**config.mk**
```make
export PLATFORM = sky130hd
export DESIGN_NAME = pc_sequencer
export DESIGN_NICKNAME = d
export VERILOG_FILES = /design/src/rtl/pc_sequencer_pkg.sv /design/src/rtl/pc_sequencer_jump_target_gen.sv /design/src/rtl/pc_sequencer.sv
export SDC_FILE = /design/constraint.sdc
export NUM_CORES = 1
export LEC_CHECK = 0
export BUFFER_PORTS_ARGS = -buffer_cell sky130_fd_sc_hd__buf_4
export CAP_MARGIN = 0
export CORE_UTILIZATION = 48
export CTS_CLUSTER_DIAMETER = 50
export DETAILED_ROUTE_END_ITERATION = 10
export GPL_TIMING_DRIVEN = 1
export PLACE_DENSITY = 0.81
export SYNTH_ARGS = -nofsm -noshare
export SYNTH_HDL_FRONTEND = slang
export SYNTH_SLANG_ARGS = --single-unit
export TNS_END_PERCENT = 20
```
**constraint.sdc**
```tcl
create_clock -name i_clk -period 2.6 [get_ports i_clk]
set_input_delay 0.13 -clock i_clk [delete_from_list [all_inputs] [get_ports i_clk]]
set_output_delay 0.13 -clock i_clk [all_outputs]
set_load 0.005 [all_outputs]
```
**src/rtl/pc_sequencer_pkg.sv**
```systemverilog
//============================================================================
// Module  : pc_sequencer_pkg
// Brief   : Shared types and constants for the program-counter sequencer.
//           The debug unit reuses the state and next-PC select encodings.
// Revision: 1.0 - initial release
//============================================================================
`default_nettype none

package pc_sequencer_pkg;

    // Sequencer run state, also reported to the debug unit
    typedef enum logic [1:0] {
        ST_IDLE   = 2'd0,
        ST_RUN    = 2'd1,
        ST_HALTED = 2'd2
    } state_e;

    // Next-PC source select
    typedef enum logic [2:0] {
        SEL_HOLD   = 3'd0,
        SEL_SEQ    = 3'd1,
        SEL_BRANCH = 3'd2,
        SEL_JUMP   = 3'd3,
        SEL_JR     = 3'd4
    } pc_sel_e;

    // Default fetch address after reset
    localparam logic [31:0] c_reset_pc = 32'h0000_0000;

    // Priority: halt > jump-register > branch > jump > sequential.
    // Without an advance the PC holds regardless of requests.
    function automatic pc_sel_e f_pc_select(
        input logic advance,
        input logic halt,
        input logic jump_reg,
        input logic branch_taken,
        input logic jump
    );
        pc_sel_e sel;
        sel = SEL_HOLD;
        if (advance) begin
            if (halt)              sel = SEL_HOLD;
            else if (jump_reg)     sel = SEL_JR;
            else if (branch_taken) sel = SEL_BRANCH;
            else if (jump)         sel = SEL_JUMP;
            else                   sel = SEL_SEQ;
        end
        return sel;
    endfunction

endpackage

`default_nettype wire

```
**src/rtl/pc_sequencer_jump_target_gen.sv**
```systemverilog
//============================================================================
// Module  : pc_sequencer_jump_target_gen
// Brief   : J-type target = {pc4 upper bits, instr_index, 2'b00}.
//           Only the upper region bits of pc4 are needed, so only they
//           are passed in.
// Revision: 1.0 - initial release
//============================================================================
`default_nettype none

module pc_sequencer_jump_target_gen #(
    parameter int NBITS     = 32,
    parameter int NBITSJUMP = 26
) (
    input  logic [NBITS-NBITSJUMP-3:0] i_pc4_hi,
    input  logic [NBITSJUMP-1:0]       i_instr_index,
    output logic [NBITS-1:0]           o_target
);

    assign o_target = {i_pc4_hi, i_instr_index, 2'b00};

endmodule

`default_nettype wire

```
**src/rtl/pc_sequencer.sv**
```systemverilog
//============================================================================
// Module  : pc_sequencer
// Brief   : Program counter owner for the MIPS pipeline. Selects the next
//           fetch address (PC+4, branch, J-type, register jump), applies
//           stall and run/step/halt control and produces the IF flush.
// Revision: 1.0 - initial release
//============================================================================
`default_nettype none

module pc_sequencer
    import pc_sequencer_pkg::*;
#(
    parameter int               NBITS     = 32,
    parameter int               NBITSJUMP = 26,
    parameter logic [NBITS-1:0] RESET_PC  = NBITS'(c_reset_pc)
) (
    input  logic                 i_clk,
    input  logic                 i_rst_n,
    input  logic                 i_start,
    input  logic                 i_step_mode,
    input  logic                 i_step,
    input  logic                 i_stall,
    input  logic                 i_halt,
    input  logic                 i_branch_taken,
    input  logic [NBITS-1:0]     i_branch_target,
    input  logic                 i_jump,
    input  logic [NBITSJUMP-1:0] i_instr_index,
    input  logic                 i_jump_reg,
    input  logic [NBITS-1:0]     i_jr_target,
    output logic [NBITS-1:0]     o_pc,
    output logic [NBITS-1:0]     o_pc4,
    output logic                 o_flush_if,
    output logic                 o_running,
    output logic                 o_halted,
    output logic [31:0]          o_cycle_count
);

    localparam int c_hi_w = NBITS - NBITSJUMP - 2;

    state_e                r_state_q;
    logic                  r_running_q;
    logic                  r_halted_q;
    logic [NBITS-1:0]      r_pc_q;
    logic [NBITS-1:0]      w_pc_d;
    // Only the region bits of the ID-stage pc4 feed the jump target
    logic [c_hi_w-1:0]     r_pc4_id_hi_q;
    logic [31:0]           r_cycle_cnt_q;

    logic                  w_advance;
    pc_sel_e               w_sel;
    logic [NBITS-1:0]      w_pc4;
    logic [NBITS-1:0]      w_jump_target;

    assign w_pc4     = r_pc_q + NBITS'(4);
    assign w_advance = (r_state_q == ST_RUN) && (!i_step_mode || i_step) && !i_stall;
    assign w_sel     = f_pc_select(w_advance, i_halt, i_jump_reg, i_branch_taken, i_jump);

    pc_sequencer_jump_target_gen #(
        .NBITS     (NBITS),
        .NBITSJUMP (NBITSJUMP)
    ) u_jump_target_gen (
        .i_pc4_hi      (r_pc4_id_hi_q),
        .i_instr_index (i_instr_index),
        .o_target      (w_jump_target)
    );

    // Next-PC priority mux
    always_comb begin
        w_pc_d = r_pc_q;
        case (w_sel)
            SEL_SEQ:    w_pc_d = w_pc4;
            SEL_BRANCH: w_pc_d = i_branch_target;
            SEL_JUMP:   w_pc_d = w_jump_target;
            SEL_JR:     w_pc_d = i_jr_target;
            default:    w_pc_d = r_pc_q;
        endcase
    end

    // Run-state machine with registered status outputs
    always_ff @(posedge i_clk or negedge i_rst_n) begin
        if (!i_rst_n) begin
            r_state_q   <= ST_IDLE;
            r_running_q <= 1'b0;
            r_halted_q  <= 1'b0;
        end else begin
            case (r_state_q)
                ST_IDLE: begin
                    if (i_start) begin
                        r_state_q   <= ST_RUN;
                        r_running_q <= 1'b1;
                    end
                end
                ST_RUN: begin
                    // A halt is only accepted together with an advance
                    if (w_advance && i_halt) begin
                        r_state_q   <= ST_HALTED;
                        r_running_q <= 1'b0;
                        r_halted_q  <= 1'b1;
                    end
                end
                ST_HALTED: begin
                    r_state_q <= ST_HALTED;
                end
                default: begin
                    r_state_q   <= ST_IDLE;
                    r_running_q <= 1'b0;
                    r_halted_q  <= 1'b0;
                end
            endcase
        end
    end

    // PC register; only moves in RUN, so IDLE keeps RESET_PC
    always_ff @(posedge i_clk or negedge i_rst_n) begin
        if (!i_rst_n) begin
            r_pc_q <= RESET_PC;
        end else begin
            r_pc_q <= w_pc_d;
        end
    end

    // pc4 of the instruction entering ID, held across stalls
    always_ff @(posedge i_clk or negedge i_rst_n) begin
        if (!i_rst_n) begin
            r_pc4_id_hi_q <= c_hi_w'((RESET_PC + NBITS'(4)) >> (NBITSJUMP + 2));
        end else if (w_advance) begin
            r_pc4_id_hi_q <= w_pc4[NBITS-1:NBITSJUMP+2];
        end
    end

    // Advance-cycle counter, wraps naturally at 2^32
    always_ff @(posedge i_clk or negedge i_rst_n) begin
        if (!i_rst_n) begin
            r_cycle_cnt_q <= 32'd0;
        end else if (w_advance) begin
            r_cycle_cnt_q <= r_cycle_cnt_q + 32'd1;
        end
    end

    assign o_pc          = r_pc_q;
    assign o_pc4         = w_pc4;
    // Flush the fetched instruction whenever a redirect is accepted
    assign o_flush_if    = (w_sel == SEL_JR) || (w_sel == SEL_BRANCH) || (w_sel == SEL_JUMP);
    assign o_running     = r_running_q;
    assign o_halted      = r_halted_q;
    assign o_cycle_count = r_cycle_cnt_q;

endmodule

`default_nettype wire

```
### Word level (Yosys, flattened, before mapping)

Cells that the tools add are included.

| word-level totals | value |
|---|---|
| register bits after elaboration | 72 |
| input bits | 100 |
| logic and storage cells | 46 |

| cells by class | value |
|---|---|
| add/subtract/negate cells | 2 |
| equal/unequal tests | 8 |
| mux-type cells | 14 |
| bitwise operators | 2 |
| reduce and logical (&&, ||, !) cells | 14 |

Operator list:

| kind | number |
|---|---|
| one-hot mux 32 bit (4 select lines) | 1 |
| adder 32 x 1 -> 32 bit (second input constant) | 1 |
| adder 32 x 3 -> 32 bit (second input constant) | 1 |
| two-way mux 3 bit | 3 |
| two-way mux 2 bit | 4 |
| equality test 3 x 2 -> 1 bit (second input constant) | 2 |
| one-hot mux 2 bit (3 select lines) | 1 |
| AND reduction 2 bit | 2 |
| nonzero test 4 bit | 1 |
| equality test 3 x 1 -> 1 bit (second input constant) | 1 |
| equality test 3 bit (second input constant) | 1 |
| logical AND 1 bit | 3 |
| logical OR 1 bit | 3 |
| two-way mux 1 bit | 3 |
| one-hot mux 1 bit (3 select lines) | 1 |
| AND reduction 3 bit | 1 |
| equality test 2 x 1 -> 1 bit (second input constant) | 1 |
| equality test 2 bit (second input constant) | 1 |
| zero test 1 bit | 2 |
| zero test 2 bit | 1 |
| != test 2 x 1 -> 1 bit (second input constant) | 1 |
| != test 2 bit (second input constant) | 1 |
| NOT 1 bit | 2 |
| one-hot mux 1 bit (2 select lines) | 1 |
| OR reduction 2 bit | 1 |

### Logic depth before layout (Yosys ltp)

| depth | value |
|---|---|
| depth after elaboration | 8 |
| mapped depth | 9 |
| mapped depth without buffers | 7 |

### Modules after synthesis

A second synthesis with hierarchy kept.

| unflattened totals | value |
|---|---|
| cell total of the unflattened synthesis | 538 |
| area, all modules | 4,780.8 µm² |

By module, submodules not included:

| module | times used | cells an instance | area each (µm²) | seq. area each (µm²) |
|---|---|---|---|---|
| pc_sequencer | 1 | 505 | 4,536.9 | 1,801.7 |
| pc_sequencer_jump_target_gen | 1 | 33 | 244.0 | 0.0 |

### Least setup slack after synthesis

No wires, ideal clock.

| timing | value |
|---|---|
| path type | flip-flop to flip-flop |
| start | register r_state_q[1] |
| end | register r_pc_q[22] (netlist: o_pc[22]) |
| setup time | 0.132 ns |
| data arrival time | 1.824 ns |
| data required time | 2.468 ns |
| path slack | 0.644 ns |
| stages on the path, launching flop included | 9 |
| cells stage by stage | dfrtp_1 > inv_1 > ha_1 > nor2b_1 > and3_1 > clkbuf_1 > clkbuf_1 > o21ai_0 > o2bb2ai_1 |

| between the ends | value |
|---|---|
| word-level cells in the longest chain between the ends | 6 |
| elaborated cells between the ends (all ways) | 10 |

RTL lines:

| element | line | source |
|---|---|---|
| start: declaration | pc_sequencer.sv:40 | `state_e r_state_q;` |
| start signal: assignment | pc_sequencer.sv:82 | `r_state_q <= ST_IDLE;` |
| start signal: assignment | pc_sequencer.sv:89 | `r_state_q <= ST_RUN;` |
| start signal: assignment | pc_sequencer.sv:96 | `r_state_q <= ST_HALTED;` |
| equality test 2 x 1 -> 1 bit (*) | pc_sequencer.sv:55 | `assign w_advance = (r_state_q == ST_RUN) && (!i_step_mode \|\| i_step) && !i_stall;` |
| logical AND 1 bit (*) (2 in series) | pc_sequencer.sv:55 |  |
| two-way mux 3 bit (*) | pc_sequencer_pkg.sv:41 | `if (advance) begin` |
| equality test 3 bit, or another cell as far along | pc_sequencer.sv:70 | `case (w_sel)` |
| one-hot mux 32 bit (4 select lines) or nonzero test 4 bit (tied branches) | n/a |  |
| end signal: assignment | pc_sequencer.sv:118 | `r_pc_q <= w_pc_d;` |
| end: declaration | pc_sequencer.sv:43 | `logic [NBITS-1:0] r_pc_q;` |

Mark *: on every way between the ends. The rest lies on a longest branch, timed or not.
A chain may end at the register's enable or synchronous reset.

### Worst setup path after layout

| timing | value |
|---|---|
| start | register r_pc_q[4] (netlist: o_pc[4]) |
| end | output o_pc4[17] |

| between the ends | value |
|---|---|
| word-level cells in the longest chain between the ends | 1 |

RTL lines:

| element | line | source |
|---|---|---|
| adder 32 x 3 -> 32 bit | pc_sequencer.sv:54 | `assign w_pc4 = r_pc_q + NBITS'(4);` |
| end: declaration | pc_sequencer.sv:31 | `output logic [NBITS-1:0] o_pc4,` |

No other way between the ends.

==> run_results.csv <==
group,metric,value,unit
cts,h-tree-depth,3,
layout,drive_above_1_share,35.2,%
floorplan,die_h,99.9,µm
synth,syn-instance-count,520,
worst_hold_path,hp-class,"in -> reg",
drt,wl_per_cell,16.8,µm
power,peakVddDrop,415,µV
synth,yosysTopAreaCellShare,39.2,%
synth,synth.most_common_cell,"dfrtp_1",
power,total_leakage_power,2.98,nW
synth,yosysWarningCount,0,
drt,ant_nets,0,
worst_setup_path,cp-endpoint,"o_pc4[17]",
timing,holdWs,0.0541,ns
power,cellPowerDensity,785,mW/mm²
synth,postSynth.asyncResetShare,100,%
layout,ff_latch_area,0.00180,mm²
timing,tightest_slew,0.927,ns
worst_setup_path,path_class,"reg -> out",
cts,clk_latency,0.35,ns
grt,grt.busiest_layer,"met2",
worst_setup_path,start_kind,"register",
placed_design,io_buffers,198,
placed_design,place_area,0.00616,mm²
synth,synth_area_per_cell,8.85,µm²
drt,vias_per_cell,5.74,
grt,grt_pass1_wl,22800,µm
cts,clock_path_buffers,2,
synth,ys_types,47,
grt,grt-ovfl-total,0,
worst_setup_path,crit_fanout,8,
layout,fin_util,69.1,%
layout,multi_input_area,0.00261,mm²
timing,finalSetupTns,0,ns
layout,nNetsFinal,805,
drt,dr.pass1.iters,6,
grt,antenna_found_initial,0,
grt,track_usage,29.1,%
cts,cts.sinks,72,
floorplan,core_region_area,0.00928,mm²
run_status,run_status,"complete, no violations",
synth,syn-num-nets,625,
placed_design,hpwl,10400,µm
timing,finClkSkew,0.00865,ns
grt,grt_pass1_vias,4720,
synth,seq_area_frac_synth,39.2,%
grt,met1_usage,35.7,%
placed_design,gp_congestion,0.842,
synth,synth_common_cells,"dfrtp_1 (72), o21ai_0 (47), nand2_1 (45)",
layout,fillCellCount,769,
drt,drtIter0Drc,235,
run,cap_violations,0,
worst_setup_path,end_kind,"output pin",
layout,areaGrowthSynthToFinish,39.3,%
worst_setup_path,reg2reg_to,"o_cycle_count[31]",
synth,syn-cell-area,0.00460,mm²
drt,dr_total_vias,4785,
synth,synth_area_leaders,"dfrtp_1 (39%), xnor2_1 (7.2%), o21ai_0 (5.1%)",
floorplan,die_area,0.00998,mm²
worst_setup_path,r2r_cells,7,
cts,cts-root-buf,"clkbuf_8",
grt,grt_max_degree,73,
worst_setup_path,critPathArrivalTime,2.34,ns
layout,fin_area,0.00641,mm²
grt,grt.met3_usage,5.01,%
synth,ys_seq_elements,72,
worst_setup_path,startpoint,"o_pc[4]",
layout,diodes,0,
timing,setup_viol,0,
timing,drv_slew,0,
floorplan,ioPinCount,199,
timing,fin_crit,2.47,ns
floorplan,fp-row-count,35,
timing,fmax,0.405,GHz
synth,synth_edf_count,0,
cts,numCtsBuffers,9,
drt,drc,0,
synth,synth_ff_type,"dfrtp_1",
worst_setup_path,timing.rr.start,"r_state_q[1]",
floorplan,die_w,99.9,µm
worst_setup_path,r2r_slack,0.37,ns
cts,cts_setup_buffers,0,
worst_setup_path,cp.required,2.47,ns
cts,cts_tree,"done",
drt,wirelength,14000,µm
grt,use_met2,49.8,%
floorplan,start_util,49.6,%
timing,hold_violations,0,
cts,clk_pin_slew,0.08,ns
synth,yosysTopAreaCell,"dfrtp_1",
timing,period_share,94.9,%
timing,rsz0062_at_grt,"true",
timing,relSlewSlack,38.2,%
==> metal layers <==
layer  vias to the layer above  part of all wire (%)
met5                         -                     0
met4                         0                   2.5
met3                        31                   6.0
met2                       206                    51
met1                      2293                    41
li1                       2255                     -
==> area by class of cell <==
cell class	count	share of cell area (%)
inverter	12	0.703
timing repair buffer	209	24.5
clock inverter	6	1.44
clock buffer	10	1.99
multi-input combinational	396	40.7
tap	129	2.52
sequential	72	28.1
==> placed cells by master, fill, tap and decap left out, types with 2 or more instances in the layout <==
cell type,instances
buf_4,208
o31ai_1,2
dfrtp_2,2
nor4_4,3
dfrtp_1,70
or4_1,5
a21oi_1,14
o21ai_0,47
xor2_1,20
o211ai_1,8
a22oi_1,22
nor3_2,2
nand3_1,25
o22ai_1,3
a221o_1,4
a41oi_1,3
nand4_1,12
o2bb2ai_1,11
nand2_1,44
ha_1,5
nor2_2,2
mux2_2,9
bufinv_16,2
xnor2_1,38
and3_1,11
nor4_2,2
nor3_1,13
and4_1,6
a31oi_1,10
nor2_1,39
inv_1,12
clkinvlp_4,2
nor2b_1,5
and2_1,3
a221oi_1,8
mux2i_1,3
or3_1,2
o32ai_1,2
clkbuf_8,9
==> metrics by stage <==
stage	setup slack [ns]	cells	total power, mW
floorplan	0.644	520	2.81
global placement	0.472	817	3.95
detailed placement	0.372	817	4.03
CTS	0.0417	834	5.04
global route	-0.0189	834	5.33
finish	0.133	834	5.03
==> worst max-delay path, cell delays in order, from the launching register on <==
cell and delay [ns]:
dfrtp_1 0.50, nand4_1 0.30, or2_2 0.47, nor3_1 0.37
xor2_1 0.21, buf_4 0.13
==> report_power, final <==
| part | switching [mW] | leakage (nW) | internal, mW |
|---|---|---|---|
| clock network | 0.450 | 0.103 | 0.545 |
| registers | 0.542 | 0.917 | 1.43 |
| logic | 0.864 | 1.96 | 1.20 |
==> flip-flops by register name, summed over array words and instances (netlist names) <==
register,count
o_cycle_count,32
o_halted,1
o_pc,32
o_running,1
r_pc4_id_hi_q,4
r_state_q,2
==> what timing repair did <==
action	in CTS	in global routing
endpoints found under the setup margin	0	6
hold endpoints to repair	72	0
hold buffers	1	0
gates resized for setup	0	7
==> cells by family (layout without fill, tap and decap cells) <==
kind of cell | count (synthesis) | count (layout) | synth area share [%]
compound gates | 139 | 139 | 19.9
buf+inv | 52 | 237 | 4.70
xor+xnor | 58 | 58 | 11.0
fa+ha+maj | 5 | 5 | 1.36
flops | 72 | 72 | 39.2
simple gates | 182 | 182 | 21.0
mux | 12 | 12 | 2.85
==> worst min path at each step <==
stage	startpoint	end	slack, ns	depth (start not counted)
5_1_grt	i_jr_target[2]	o_pc[2]	0.04	3
3_3_place_gp	i_rst_n	o_cycle_count[20]	0.31	1
6_report	i_jr_target[2]	o_pc[2]	0.05	3
4_1_cts	i_jr_target[2]	o_pc[2]	0.03	3
2_1_floorplan	i_rst_n	o_cycle_count[0]	-0.17	0
3_5_place_dp	i_rst_n	o_cycle_count[19]	0.32	1
Note: power is estimated with default switching activity, not from simulation.
